<file path="src/rtl/mem_bus_arbiter.sv">
// mem_bus_arbiter: shares one memory bus between the core's instruction and data ports.
// Define MEM_BUS_ARB_IBUF_EN to add a one-entry instruction buffer.
module mem_bus_arbiter #(
  parameter int ADDR_WIDTH = 32,
  parameter int DATA_WIDTH = 32,
  parameter int STARVE_MAX = 4
) (
  input  logic                  clk,
  input  logic                  rst,
  input  logic                  rom_cs,
  input  logic [ADDR_WIDTH-1:0] inst_addr,
  output logic [DATA_WIDTH-1:0] inst_data,
  output logic                  rom_stall,
  input  logic                  ram_cs,
  input  logic                  mem_ren,
  input  logic                  mem_wen,
  input  logic [ADDR_WIDTH-1:0] mem_addr,
  input  logic [DATA_WIDTH-1:0] mem_dout,
  output logic [DATA_WIDTH-1:0] mem_din,
  output logic                  ram_stall,
  output logic                  bus_cs,
  output logic                  bus_we,
  output logic [ADDR_WIDTH-1:0] bus_addr,
  output logic [DATA_WIDTH-1:0] bus_wdata,
  input  logic [DATA_WIDTH-1:0] bus_rdata,
  input  logic                  bus_ack
);
  localparam int SW = $clog2(STARVE_MAX + 1);
  localparam logic [SW-1:0] SMAX = SW'(STARVE_MAX);
  typedef enum logic [1:0] {IDLE, INST, DATA} state_t;
  state_t state, state_nxt;
  logic [SW-1:0] starve;
  logic [DATA_WIDTH-1:0] inst_hold, data_hold;
  logic ireq, dreq, hit, ireq_bus, grant_d, grant_i, inst_ack, data_ack;
`ifdef MEM_BUS_ARB_IBUF_EN
  logic ib_valid;
  logic [ADDR_WIDTH-1:0] ib_addr;
  logic [DATA_WIDTH-1:0] ib_data;
  assign hit = ireq & ib_valid & (inst_addr == ib_addr) & (state != INST);
  assign inst_data = hit ? ib_data : inst_ack ? bus_rdata : inst_hold;
  always_ff @(posedge clk) begin
    if (rst) begin
      ib_valid <= 1'b0;
      ib_addr <= '0;
      ib_data <= '0;
    end else if (inst_ack) begin
      ib_valid <= 1'b1;
      ib_addr <= bus_addr;
      ib_data <= bus_rdata;
    end else if (grant_d && mem_wen && mem_addr[ADDR_WIDTH-1:2] == ib_addr[ADDR_WIDTH-1:2]) begin
      ib_valid <= 1'b0;
    end
  end
`else
  assign hit = 1'b0;
  assign inst_data = inst_ack ? bus_rdata : inst_hold;
`endif
  always_comb begin
    ireq = rom_cs;
    dreq = ram_cs & (mem_ren | mem_wen);
    ireq_bus = ireq & !hit;
    grant_d = (state == IDLE) & dreq & !(ireq_bus & (starve == SMAX));
    grant_i = (state == IDLE) & !grant_d & ireq_bus;
    inst_ack = (state == INST) & bus_ack;
    data_ack = (state == DATA) & bus_ack;
    state_nxt = grant_d ? DATA : grant_i ? INST : (inst_ack | data_ack) ? IDLE : state;
    rom_stall = ireq_bus & !inst_ack;
    ram_stall = dreq & !data_ack;
    mem_din = (data_ack & !bus_we) ? bus_rdata : data_hold;
  end
  always_ff @(posedge clk) begin
    if (rst) begin
      state <= IDLE;
      bus_cs <= 1'b0;
      bus_we <= 1'b0;
      bus_addr <= '0;
      bus_wdata <= '0;
      inst_hold <= '0;
      data_hold <= '0;
      starve <= '0;
    end else begin
      state <= state_nxt;
      if (grant_d) begin
        bus_cs <= 1'b1;
        bus_we <= mem_wen;
        bus_addr <= mem_addr;
        bus_wdata <= mem_dout;
        if (ireq_bus && starve != SMAX) starve <= starve + 1'b1;
      end else if (grant_i) begin
        bus_cs <= 1'b1;
        bus_we <= 1'b0;
        bus_addr <= inst_addr;
        starve <= '0;
      end else if (inst_ack || data_ack) begin
        bus_cs <= 1'b0;
        bus_we <= 1'b0;
      end
      if (inst_ack) inst_hold <= bus_rdata;
      if (data_ack && !bus_we) data_hold <= bus_rdata;
    end
  end
endmodule

</file>
<file path="config.mk">
export PLATFORM = sky130hd
export DESIGN_NAME = mem_bus_arbiter
export DESIGN_NICKNAME = d
export VERILOG_FILES = /design/src/rtl/mem_bus_arbiter.sv
export SDC_FILE = /design/constraint.sdc
export NUM_CORES = 1
export LEC_CHECK = 0
export ABC_AREA = 1
export CORE_UTILIZATION = 45
export DETAILED_ROUTE_END_ITERATION = 6
export GPL_ROUTABILITY_DRIVEN = 0
export HOLD_SLACK_MARGIN = 0.08
export PLACE_DENSITY = 0.86
export SYNTH_ARGS = -nofsm -noshare
export SYNTH_HDL_FRONTEND = slang
export SYNTH_SLANG_ARGS = --single-unit
export TNS_END_PERCENT = 100
</file>
<file path="constraint.sdc">
create_clock -name clk -period 4.15 [get_ports clk]
set_clock_uncertainty 0.15 [all_clocks]
set_input_delay 0.415 -clock clk [delete_from_list [all_inputs] [get_ports clk]]
set_output_delay 0.415 -clock clk [all_outputs]
set_load 0.005 [all_outputs]
</file>
Yosys cells after proc, flatten, opt, wreduce, memory -nomap -nowiden. Cells that the tools add are included.

Add/sub/neg operators: 1. Multipliers: 0. Div/mod/pow operators: 0. Order comparisons: 0. Equal/unequal tests: 5. Shifts and indexed selects: 0. Muxes and demuxes: 15. Bitwise logic cells: 13. Reduce and logical (&&, ||, !) cells: 15.

Operator list (number): 32-bit 2-to-1 mux (4); 1-bit bitwise AND (11); 3-bit 2-to-1 mux (3); 2-bit 2-to-1 mux (3); 3-bit nonzero test (2); 1-bit zero test (5); 1-bit 2-to-1 mux (5); 2-bit nonzero test (2); 3-bit by 1-bit adder with 3-bit output (second input constant) (1); 3-bit == test (second input constant) (1); 3-bit != test (second input constant) (1); 2-bit by 1-bit == test with 1-bit output (second input constant) (1); 2-bit == test (second input constant) (1); 1-bit logical AND (2); 2-bit zero test (1); 2-bit by 1-bit != test with 1-bit output (second input constant) (1); 1-bit OR (2); 2-bit AND reduction (1); 2-bit OR reduction (1); 1-bit logical OR (1).

Bits in registers: 135. Latch bits: 0. RAM bits: 0. Memory bits (read-only): 0. Input bits: 135. Output and inout bits: 132. Word-level logic and storage cells: 58. Memories kept: 0.

Longest topological paths before layout. Gate-level depths: netlist of the first run.

Word-level depth: 9. Mapped depth: 9. Mapped depth without buffers: 8.

Worst setup path after synthesis of the first run. Ideal clock, no wire load.

Path type: reg-to-output. Start: register state[1]. End: output port mem_din[0]. Arrival time: 1144 ps. Required time: 3585 ps. Setup slack: 2441 ps. Cell stages (with the launch flop): 7. Path buffers: 1. Cells stage by stage: dfxtp_1 > nand2_1 > nor2_1 > nand2_2 > buf_2 > o21ai_1 > inv_1.

Word-level cells in the longest chain between the ends: 4.

Ends and longest elaborated chain: start, declared (line 31) `state_t state, state_nxt;`; start signal, assigned (line 82) `state <= state_nxt;`; 2-bit == test (line 65) `data_ack = (state == DATA) & bus_ack;`; 1-bit bitwise AND (line 65); 1-bit bitwise AND (line 69) `mem_din = (data_ack & !bus_we) ? bus_rdata : data_hold;`; 32-bit 2-to-1 mux (line 69); end, declared (line 19) `output logic [DATA_WIDTH-1:0] mem_din,`.

Every way passes these cells.

Worst setup path in the final report of the first run.
Start: input port bus_ack. End: output port mem_din[11].

Word-level cells in the longest chain between the ends: 3.

Ends and longest elaborated chain: start, declared (line 26) `input logic bus_ack`; 1-bit bitwise AND (line 65); 1-bit bitwise AND (line 69); 32-bit 2-to-1 mux (line 69).

Every way passes these cells.

==> results of run 1 <==
## cell usage in the layout (no fill, tap or decap), types with 3 or more instances in the layout
| cell | n |
|---|---|
| nor2_1 | 230 |
| clkbuf_16 | 17 |
| or2_2 | 31 |
| bufinv_16 | 3 |
| inv_1 | 107 |
| nand3_1 | 34 |
| inv_2 | 33 |
| nand2_1 | 79 |
| buf_4 | 10 |
| dfxtp_1 | 135 |
| clkdlybuf4s50_1 | 265 |
| clkbuf_8 | 5 |
| o21ai_1 | 95 |
| nand4_1 | 32 |
| a21oi_1 | 6 |
## area by class of cell
cell class / instances / area share
Clock buffer: 24 / 0.0548
Clock inverter: 7 / 0.0127
Inverter: 140 / 0.0574
Multi-Input combinational cell: 521 / 0.258
Sequential cell: 135 / 0.295
Tap cell: 172 / 0.0235
Timing Repair Buffer: 275 / 0.298
## power by group
part / internal (uW) / switching [uW]
Combinational: 458 / 389
Clock: 1020 / 542
Sequential: 1400 / 43.3
## state kept, by name, summed over array words and instances, names as in the netlist
name       cells
bus_addr      32
bus_wdata     32
data_hold     32
inst_hold     32
starve         3
state          2
bus_cs         1
bus_we         1
## stage by stage
step / hold WS (ns) / instances / setup slack [ns]
5_1_grt: 0.321 / 1274 / 0.907
3_3_place_gp: 0.311 / 1243 / 1.16
3_5_place_dp: 0.320 / 1243 / 1.09
4_1_cts: 0.294 / 1274 / 1.03
2_1_floorplan: 0.305 / 846 / 2.44
6_report: 0.303 / 1274 / 1.04
## worst max-delay path by stage
stage / from / end / slack, ns / cells after the start
after global placement: bus_ack / mem_din[2] / 1.16 / 9
after CTS: bus_ack / mem_din[11] / 1.03 / 9
after global routing: state[1] / mem_din[11] / 0.91 / 8
after detailed placement: bus_ack / mem_din[13] / 1.09 / 9
final: bus_ack / mem_din[11] / 1.04 / 9
after floorplan: state[1] / mem_din[0] / 2.44 / 6
## cells in the mapped netlist (all sizes together)
cell | count | area, um2
xor2 | 1 | 8.76
nand3 | 36 | 190
nand4 | 32 | 200
a21oi | 7 | 38.8
o21ai | 96 | 480
dfxtp | 135 | 2700
buf | 26 | 135
or2 | 32 | 200
o21bai | 1 | 7.51
nand2 | 80 | 303
ha | 2 | 25.0
inv | 140 | 526
clkbuf | 24 | 90.1
nor2 | 234 | 912
## metal layers
metal / vias up / wire [um] / track usage
li1: 3076 / - / -
met2: 229 / 8370 / 0.459
met5: - / 0 / 0
met4: 0 / 482 / 0.121
met1: 2736 / 7200 / 0.295
met3: 36 / 1510 / 0.0863
## kinds of logic after synthesis
group / count (synthesis) / share of synthesized area
simple gates: 414 / 0.310
flops: 135 / 0.464
fa+ha+maj: 2 / 0.00430
buf+inv: 190 / 0.129
xor+xnor: 1 / 0.00151
compound gates: 104 / 0.0905
## worst max-delay path: cells and delay by family
kind | cells | cell delay (ns)
simple gates | 4 | 0.66
buf+inv | 4 | 1.38
compound gates | 1 | 0.09
==> impl_metrics.csv, run 1 <==
group,metric,value,unit
worst_setup_path,critPathKind,"in -> out",
global_routing,grt_pass1_vias,5779,
global_routing,grt_max_degree,54,
detailed_routing,first_pass_iters,5,
sta,post-route-period-util,0.750,
min_path,min_path_type,"in -> reg",
power,leakage,0.00434,uW
worst_setup_path,cp.required,3.59,ns
clock_network,post_cts_buffers,0,
sta,max_slew_margin,0.350,
power,power.total,3850,uW
die,die_area,0.0134,mm2
sta,rsz0062_at_grt,"false",
die,die_w,116,um
min_path,whs_endpoint,"inst_hold[1]",
worst_setup_path,r2r_cells,9,
clock_network,clock_sinks,135,
sta,worst_pin_slew,0.973,ns
clock_network,cts_tree,"built",
sta,finalHoldViolCount,0,
sta,fmax,321,MHz
placement,portBuffers,266,
worst_setup_path,critPathMaxFanout,22,
layout,drive_above_1_share,0.101,
detailed_routing,vias,6077,
clock_network,clkLatencyLatePin,0.41,ns
synth,yosysSeqAreaShare,0.464,
flow_run,drv_cap,0,
sta,setup_viol,0,
placement,placed_area,0.00854,mm2
clock_network,cts_root_buf,"clkbuf_16",
synth,netlist_instances,846,
clock_network,clk_path_buf_depth,2,
worst_setup_path,r2r-end,"bus_we",
synth,netlist_area,0.00582,mm2
layout,n_antenna_cell,0,
layout,area_delta_synth_final,57.3,%
min_path,hold_depth,2,
worst_setup_path,endpoint_kind,"output port",
sta,drv_slew,0,
die,start_util,0.461,
detailed_routing,vias_per_cell,4.77,
layout,fillers,999,
detailed_routing,final_antenna_net_count,0,
worst_setup_path,critPathSlowestCell,"clkdlybuf4s50_1",
global_routing,grt.overflow.total,0,
detailed_routing,post_drt_wl_per_cell,13.8,um
die,coreArea,0.0126,mm2
detailed_routing,wirelength,17600,um
synth,syn-num-nets,983,
sta,period_needed,3.11,ns
clock_network,htree_levels,4,
worst_setup_path,worst_ep_arrival_time,2.55,ns
detailed_routing,drt-initial-drc-count,378,
die,num_rows,41,
layout,post-route-util,0.725,
synth,synth.avg_cell_area,6.88,um2
worst_setup_path,worst_setup_path_start_kind,"primary input",
layout,multi_input_area,0.00237,mm2
worst_setup_path,crit_path_max_incr_delay,0.50,ns
min_path,worstHoldStart,"rst",
synth,yosysWarnings,0,
detailed_routing,drc_errors,0,
worst_setup_path,r2r-start,"starve[0]",
placement,dp_hpwl,12100,um
synth,ys_ff_latch,135,
layout,design_area,0.00916,mm2
synth,yosys.cell_types.count,25,
global_routing,grt_pass1_wl,27300,um
power,p_per_area,421,mW/mm2
global_routing,grt_util_all_layers,0.265,
die,die_h,116,um
worst_setup_path,regToRegSetupSlack,1.56,ns
clock_network,ctsHoldBuffers,0,
clock_network,cts.repair.resized,0,
outcome,status,"completed",
die,pin_count,267,
layout,seq_area,0.00270,mm2
clock_network,cts_buffers,17,
worst_setup_path,crit_chain,"clkdlybuf4s50_1, nand2_1, nor2_1, nand2_2, buf_4, nand2_1, o21ai_1, inv_1, clkdlybuf4s50_1",
global_routing,antenna_found_initial,0,
sta,finalSetupTns,0,ns
power,ir_drop,0.000247,V
layout,fin_nets,1227,
clock_network,clk_pin_slew_worst_paths,0.06,ns
(Power assumes the default switching activity.)
==> run 2: changes to the inputs <==
--- a/config.mk
+++ b/config.mk
@@ -6,11 +6,11 @@
 export NUM_CORES = 1
 export LEC_CHECK = 0
 export ABC_AREA = 1
-export CORE_UTILIZATION = 45
+export CORE_UTILIZATION = 38
 export DETAILED_ROUTE_END_ITERATION = 6
 export GPL_ROUTABILITY_DRIVEN = 0
 export HOLD_SLACK_MARGIN = 0.08
-export PLACE_DENSITY = 0.86
+export PLACE_DENSITY = 0.77
 export SYNTH_ARGS = -nofsm -noshare
 export SYNTH_HDL_FRONTEND = slang
 export SYNTH_SLANG_ARGS = --single-unit
==> constraint.sdc (replaced) <==
create_clock -name clk -period 2.69 [get_ports clk]
set_clock_uncertainty 0.15 [all_clocks]
set_input_delay 0.269 -clock clk [delete_from_list [all_inputs] [get_ports clk]]
set_output_delay 0.269 -clock clk [all_outputs]
set_load 0.005 [all_outputs]
==> run 2 against run 1 <==
Against the previous run: wire length shrank 1.7%; first-iteration DRC count shrank 10%; die area grew 18%; highest routed layer unchanged; global-route usage shrank 4.1 points; design area grew 0.57%; via count shrank 1.8%; sequential cell count is the same; non-clock buffer count is the same; worst setup slack lost 0.87 ns; clock-buffer cell count shrank 4.
==> impl_metrics.csv, run 2 (synthesized netlist as in run 1, its figures left out) <==
group,metric,value,unit
global_routing,grt.overflow.total,0,
placement,dp_hpwl,11700,um
worst_setup_path,worst_setup_path_start_kind,"flop",
outcome,status,"completed",
clock_network,ctsHoldBuffers,0,
worst_setup_path,worst_ep_arrival_time,2.11,ns
clock_network,clkLatencyLatePin,0.41,ns
placement,place_ws,0.151,ns
detailed_routing,wirelength,17300,um
clock_network,htree_levels,4,
clock_network,cts_tree,"built",
detailed_routing,drc_errors,0,
placement,portBuffers,266,
die,num_rows,44,
global_routing,grt_pass1_vias,5654,
min_path,min_path_type,"reg -> reg",
global_routing,grt_max_degree,101,
sta,setup_viol,0,
clock_network,cts_buffers,17,
detailed_routing,final_antenna_net_count,0,
sta,finalHoldViolCount,0,
power,leakage,0.00435,uW
clock_network,cts_root_buf,"clkbuf_16",
detailed_routing,vias_per_cell,4.63,
flow_run,drv_cap,0,
sta,period_needed,2.52,ns
placement,place_inst,1255,
sta,max_slew_margin,0.264,
detailed_routing,post_drt_wl_per_cell,13.4,um
min_path,worstHoldStart,"bus_cs",
clock_network,clock_sinks,135,
worst_setup_path,critPathSlowestCell,"clkdlybuf4s50_1",
layout,instances_no_fill,1288,
sta,post-route-period-util,0.939,
sta,whs,0.318,ns
layout,fin_nets,1227,
sta,fmax,396,MHz
clock_network,post_cts_buffers,0,
clock_network,clk_path_buf_depth,2,
layout,layout_common_cells,"clkdlybuf4s50_1 (265), nor2_1 (229), dfxtp_1 (133)",
global_routing,antenna_found_initial,1,
power,p_per_area,644,mW/mm2
worst_setup_path,r2r-start,"starve[0]",
die,start_util,0.394,
worst_setup_path,crit_path_frequent_cell,"nand2_1",
worst_setup_path,critPathKind,"reg -> out",
worst_setup_path,endpoint_kind,"output port",
sta,rsz0062_at_grt,"false",
worst_setup_path,crit_path_max_incr_delay,0.52,ns
worst_setup_path,startpoint,"state[1]",
die,coreArea,0.0148,mm2
clock_network,clk_pin_slew_worst_paths,0.06,ns
die,die_area,0.0158,mm2
sta,worst_pin_slew,1.10,ns
power,ir_drop,0.000392,V
worst_setup_path,cp.required,2.27,ns
detailed_routing,first_pass_iters,5,
sta,finalSetupTns,0,ns
sta,drv_slew,0,
detailed_routing,vias,5968,
detailed_routing,drt-initial-drc-count,339,
die,die_h,126,um
global_routing,grt_pass1_wl,28300,um
layout,area_delta_synth_final,58.2,%
layout,drive_above_1_share,0.106,
die,die_w,126,um
worst_setup_path,critPathMaxFanout,64,
global_routing,grt_util_all_layers,0.224,
sta,setup_slack,0.165,ns
power,power.total,5930,uW
die,pin_count,267,
layout,final_common_cell,"clkdlybuf4s50_1",
worst_setup_path,crit_chain,"nand2_1, nor2_2, nand2_2, buf_12, nand2_1, o21ai_1, inv_1, clkdlybuf4s50_1",
-- run 2: cell types whose count changed in the layout (fill, tap and decap cells not counted), sizes merged --
cell	change
clkbuf	-4
clkinv	+4
diode	+1
inv	+1
-- run 2: critical path, delay by kind of cell, from the launching register on --
kind	cells	cell delay, ns
buffers and inverters	3	0.78
AND/OR/NAND/NOR	4	0.41
flip-flops	1	0.40
AO/OA/AOI/OAI	1	0.08
-- run 2: cell type report --
| type | count | area, um2 |
|---|---|---|
| Multi-Input combinational cell | 521 | 2370 |
| Tap cell | 184 | 230 |
| Fill cell | 1334 | 5550 |
| Clock inverter | 12 | 149 |
| Antenna cell | 1 | 2.50 |
| Inverter | 140 | 528 |
| Sequential cell | 135 | 2710 |
| Clock buffer | 20 | 467 |
| Timing Repair Buffer | 275 | 2750 |
-- run 2: metal layers --
layer  track usage  wire length [um]
met1         0.264              7310
met2         0.371              8100
met3        0.0782              1430
met4        0.0886               417
met5             0                 0
-- run 2: repair_timing --
action                                 4_1_cts  5_1_grt
endpoints found under the hold margin        0        0
gates resized for setup                      0        6
setup endpoints to repair                    0       63
-- run 2: path summary, 6_finish.rpt --
kind	to	depth (start not counted)	slack, ns
max	mem_din[3]	8	0.17
min	bus_cs	2	0.32
max reg2reg	bus_we	7	0.88
min reg2reg	bus_cs	2	0.32
-- run 2: through the flow --
stage          utilization  cell area, um2
6_report             0.624            9210
5_1_grt              0.624            9210
2_1_floorplan            -            5820
3_3_place_gp         0.581            8580
3_5_place_dp         0.581            8580
4_1_cts              0.623            9190
-- run 2: power by group --
| part | leakage, uW | switching [uW] | internal, uW | total (uW) |
|---|---|---|---|---|
| Sequential | 0.00111 | 64.8 | 2160 | 2220 |
| Clock | 0.000306 | 873 | 1530 | 2400 |
| Combinational | 0.00294 | 593 | 714 | 1310 |
| Total | 0.00435 | 1530 | 4400 | 5930 |
==> run 3: changes to the inputs <==
--- a/config.mk
+++ b/config.mk
@@ -7,10 +7,11 @@
 export LEC_CHECK = 0
 export ABC_AREA = 1
 export CORE_UTILIZATION = 38
+export CTS_CLUSTER_DIAMETER = 120
 export DETAILED_ROUTE_END_ITERATION = 6
 export GPL_ROUTABILITY_DRIVEN = 0
 export HOLD_SLACK_MARGIN = 0.08
-export PLACE_DENSITY = 0.77
+export PLACE_DENSITY = 0.75
 export SYNTH_ARGS = -nofsm -noshare
 export SYNTH_HDL_FRONTEND = slang
 export SYNTH_SLANG_ARGS = --single-unit
==> run 3 against run 2 <==
Against the previous run: sequential power about the same; via count down 0.62%; highest routed layer unchanged; worst hold slack worse by 0.12 ns; non-clock buffer count up 2; die area unchanged; sequential share of layout area down 0.17 points; first-iteration DRC count down 5.6%; largest cell class unchanged; core utilization up 0.33 points; worst setup slack worse by 0.0040 ns; design area up 0.53%; fmax down 0.16%.
==> impl_metrics.csv, run 3 (synthesized netlist as in run 1, its figures left out) <==
group,metric,value,unit
sta,finalSetupTns,0,ns
power,leakage,0.00437,uW
worst_setup_path,critPathMaxFanout,22,
sta,finalHoldViolCount,0,
worst_setup_path,endpoint_kind,"output port",
worst_setup_path,r2r-end,"bus_we",
flow_run,drv_cap,0,
global_routing,grt.overflow.total,0,
layout,design_area,0.00926,mm2
clock_network,clock_sinks,135,
detailed_routing,first_pass_iters,4,
layout,fin_nets,1229,
outcome,status,"completed",
worst_setup_path,startpoint,"state[0]",
die,coreArea,0.0148,mm2
detailed_routing,vias,5931,
die,start_util,0.394,
sta,rsz0062_at_grt,"false",
min_path,min_path_type,"in -> reg",
sta,period_needed,2.53,ns
global_routing,busiest_layer,"met2",
worst_setup_path,crit_end,"inst_data[29]",
clock_network,htree_levels,4,
clock_network,post_cts_buffers,0,
min_path,hold_depth,2,
global_routing,grt_max_degree,65,
layout,n_antenna_cell,0,
global_routing,grt_pass1_vias,5611,
clock_network,clk_path_buf_depth,2,
detailed_routing,final_antenna_net_count,0,
die,die_w,126,um
die,die_h,126,um
detailed_routing,post_drt_wl_per_cell,13.4,um
global_routing,antenna_found_initial,0,
sta,worst_pin_slew,0.603,ns
die,die_area,0.0158,mm2
detailed_routing,drc_errors,0,
power,ir_drop,0.000401,V
sta,fmax,395,MHz
clock_network,cts.repair.resized,0,
clock_network,cts_root_buf,"clkbuf_16",
clock_network,ctsHoldBuffers,0,
clock_network,cts_tree,"built",
die,pin_count,267,
placement,placed_area,0.00859,mm2
sta,post-route-period-util,0.940,
sta,max_slew_margin,0.598,
die,num_rows,44,
global_routing,grt_pass1_wl,28000,um
sta,setup_viol,0,
power,p_per_area,654,mW/mm2
worst_setup_path,worst_setup_path_start_kind,"flop",
worst_setup_path,regToRegSetupSlack,0.97,ns
layout,area_delta_synth_final,59.1,%
global_routing,grt_util_met1,0.251,
placement,portBuffers,266,
global_routing,use_met2,0.383,
worst_setup_path,critPathKind,"reg -> out",
worst_setup_path,worst_ep_arrival_time,2.11,ns
detailed_routing,wirelength,17300,um
min_path,worstHoldStart,"rst",
worst_setup_path,r2r-start,"starve[0]",
layout,layout_common_cells,"clkdlybuf4s50_1 (265), nor2_1 (229), dfxtp_1 (134)",
worst_setup_path,r2r_cells,7,
detailed_routing,vias_per_cell,4.60,
worst_setup_path,cp.required,2.27,ns
clock_network,clkLatencyLatePin,0.41,ns
detailed_routing,drt-initial-drc-count,320,
clock_network,cts_buffers,17,
layout,final_common_cell,"clkdlybuf4s50_1",
clock_network,clk_pin_slew_worst_paths,0.06,ns
placement,dp_hpwl,11900,um
global_routing,grt_util_all_layers,0.224,
sta,drv_slew,0,
layout,drive_above_1_share,0.107,
global_routing,use_met3,0.0841,
## run 3: cell types whose count changed in the layout (fill, tap and decap cells not counted), sizes merged
| cell | change |
|---|---|
| clkbuf | +1 |
| diode | -1 |
| clkinv | -5 |
| clkinvlp | +3 |
| buf | +2 |
| bufinv | +1 |
## run 3: stage by stage
| stage | hold WS [ns] | util | worst slack [ns] | instances | power (uW) |
|---|---|---|---|---|---|
| finish | 0.193 | 0.627 | 0.161 | 1289 | 6050 |
| global route | 0.194 | 0.627 | 0.0218 | 1289 | 6350 |
| CTS | 0.184 | 0.626 | 0.0559 | 1289 | 6110 |
| detailed placement | 0.313 | 0.582 | 0.195 | 1257 | 3570 |
| global placement | 0.305 | 0.582 | 0.179 | 1257 | 3550 |
| floorplan | 0.266 | - | 1.13 | 846 | 2850 |
## run 3: worst min-delay path by stage
stage | slack [ns] | end
floorplan | 0.27 | bus_we
global placement | 0.30 | bus_cs
detailed placement | 0.31 | bus_cs
CTS | 0.18 | bus_addr[22]
global route | 0.19 | bus_addr[22]
finish | 0.19 | bus_addr[28]
## run 3: worst max-delay path, stage by stage (launching register included)
cell and delay (ns):
dfxtp_1 0.43, nand2_1 0.12, nor2_4 0.15, buf_6 0.20, or2_2 0.13, o21ai_1 0.09, inv_2 0.06, clkdlybuf4s50_1 0.51
## run 3: final cells by class
cell class                 instances  area, um2
clock buffer                      21        480
clock inverter                    11        169
fill                            1364       5500
inverter                         140        528
multi-input combinational        521       2370
sequential                       135       2700
tap                              184        230
timing repair buffer             277       2770
## run 3: layer usage
layer  vias up  routed length [um]
met5         -                   0
met4         0                 331
met3        30                1450
met2       202                8250
met1      2621                7230
li1       3078                   -
## run 3: report_power, final
group / total, uW / switching, uW / leakage [uW] / internal (uW)
Clock: 2520 / 876 / 0.000308 / 1650
Combinational: 1300 / 588 / 0.00295 / 715
Sequential: 2220 / 65.2 / 0.00111 / 2160
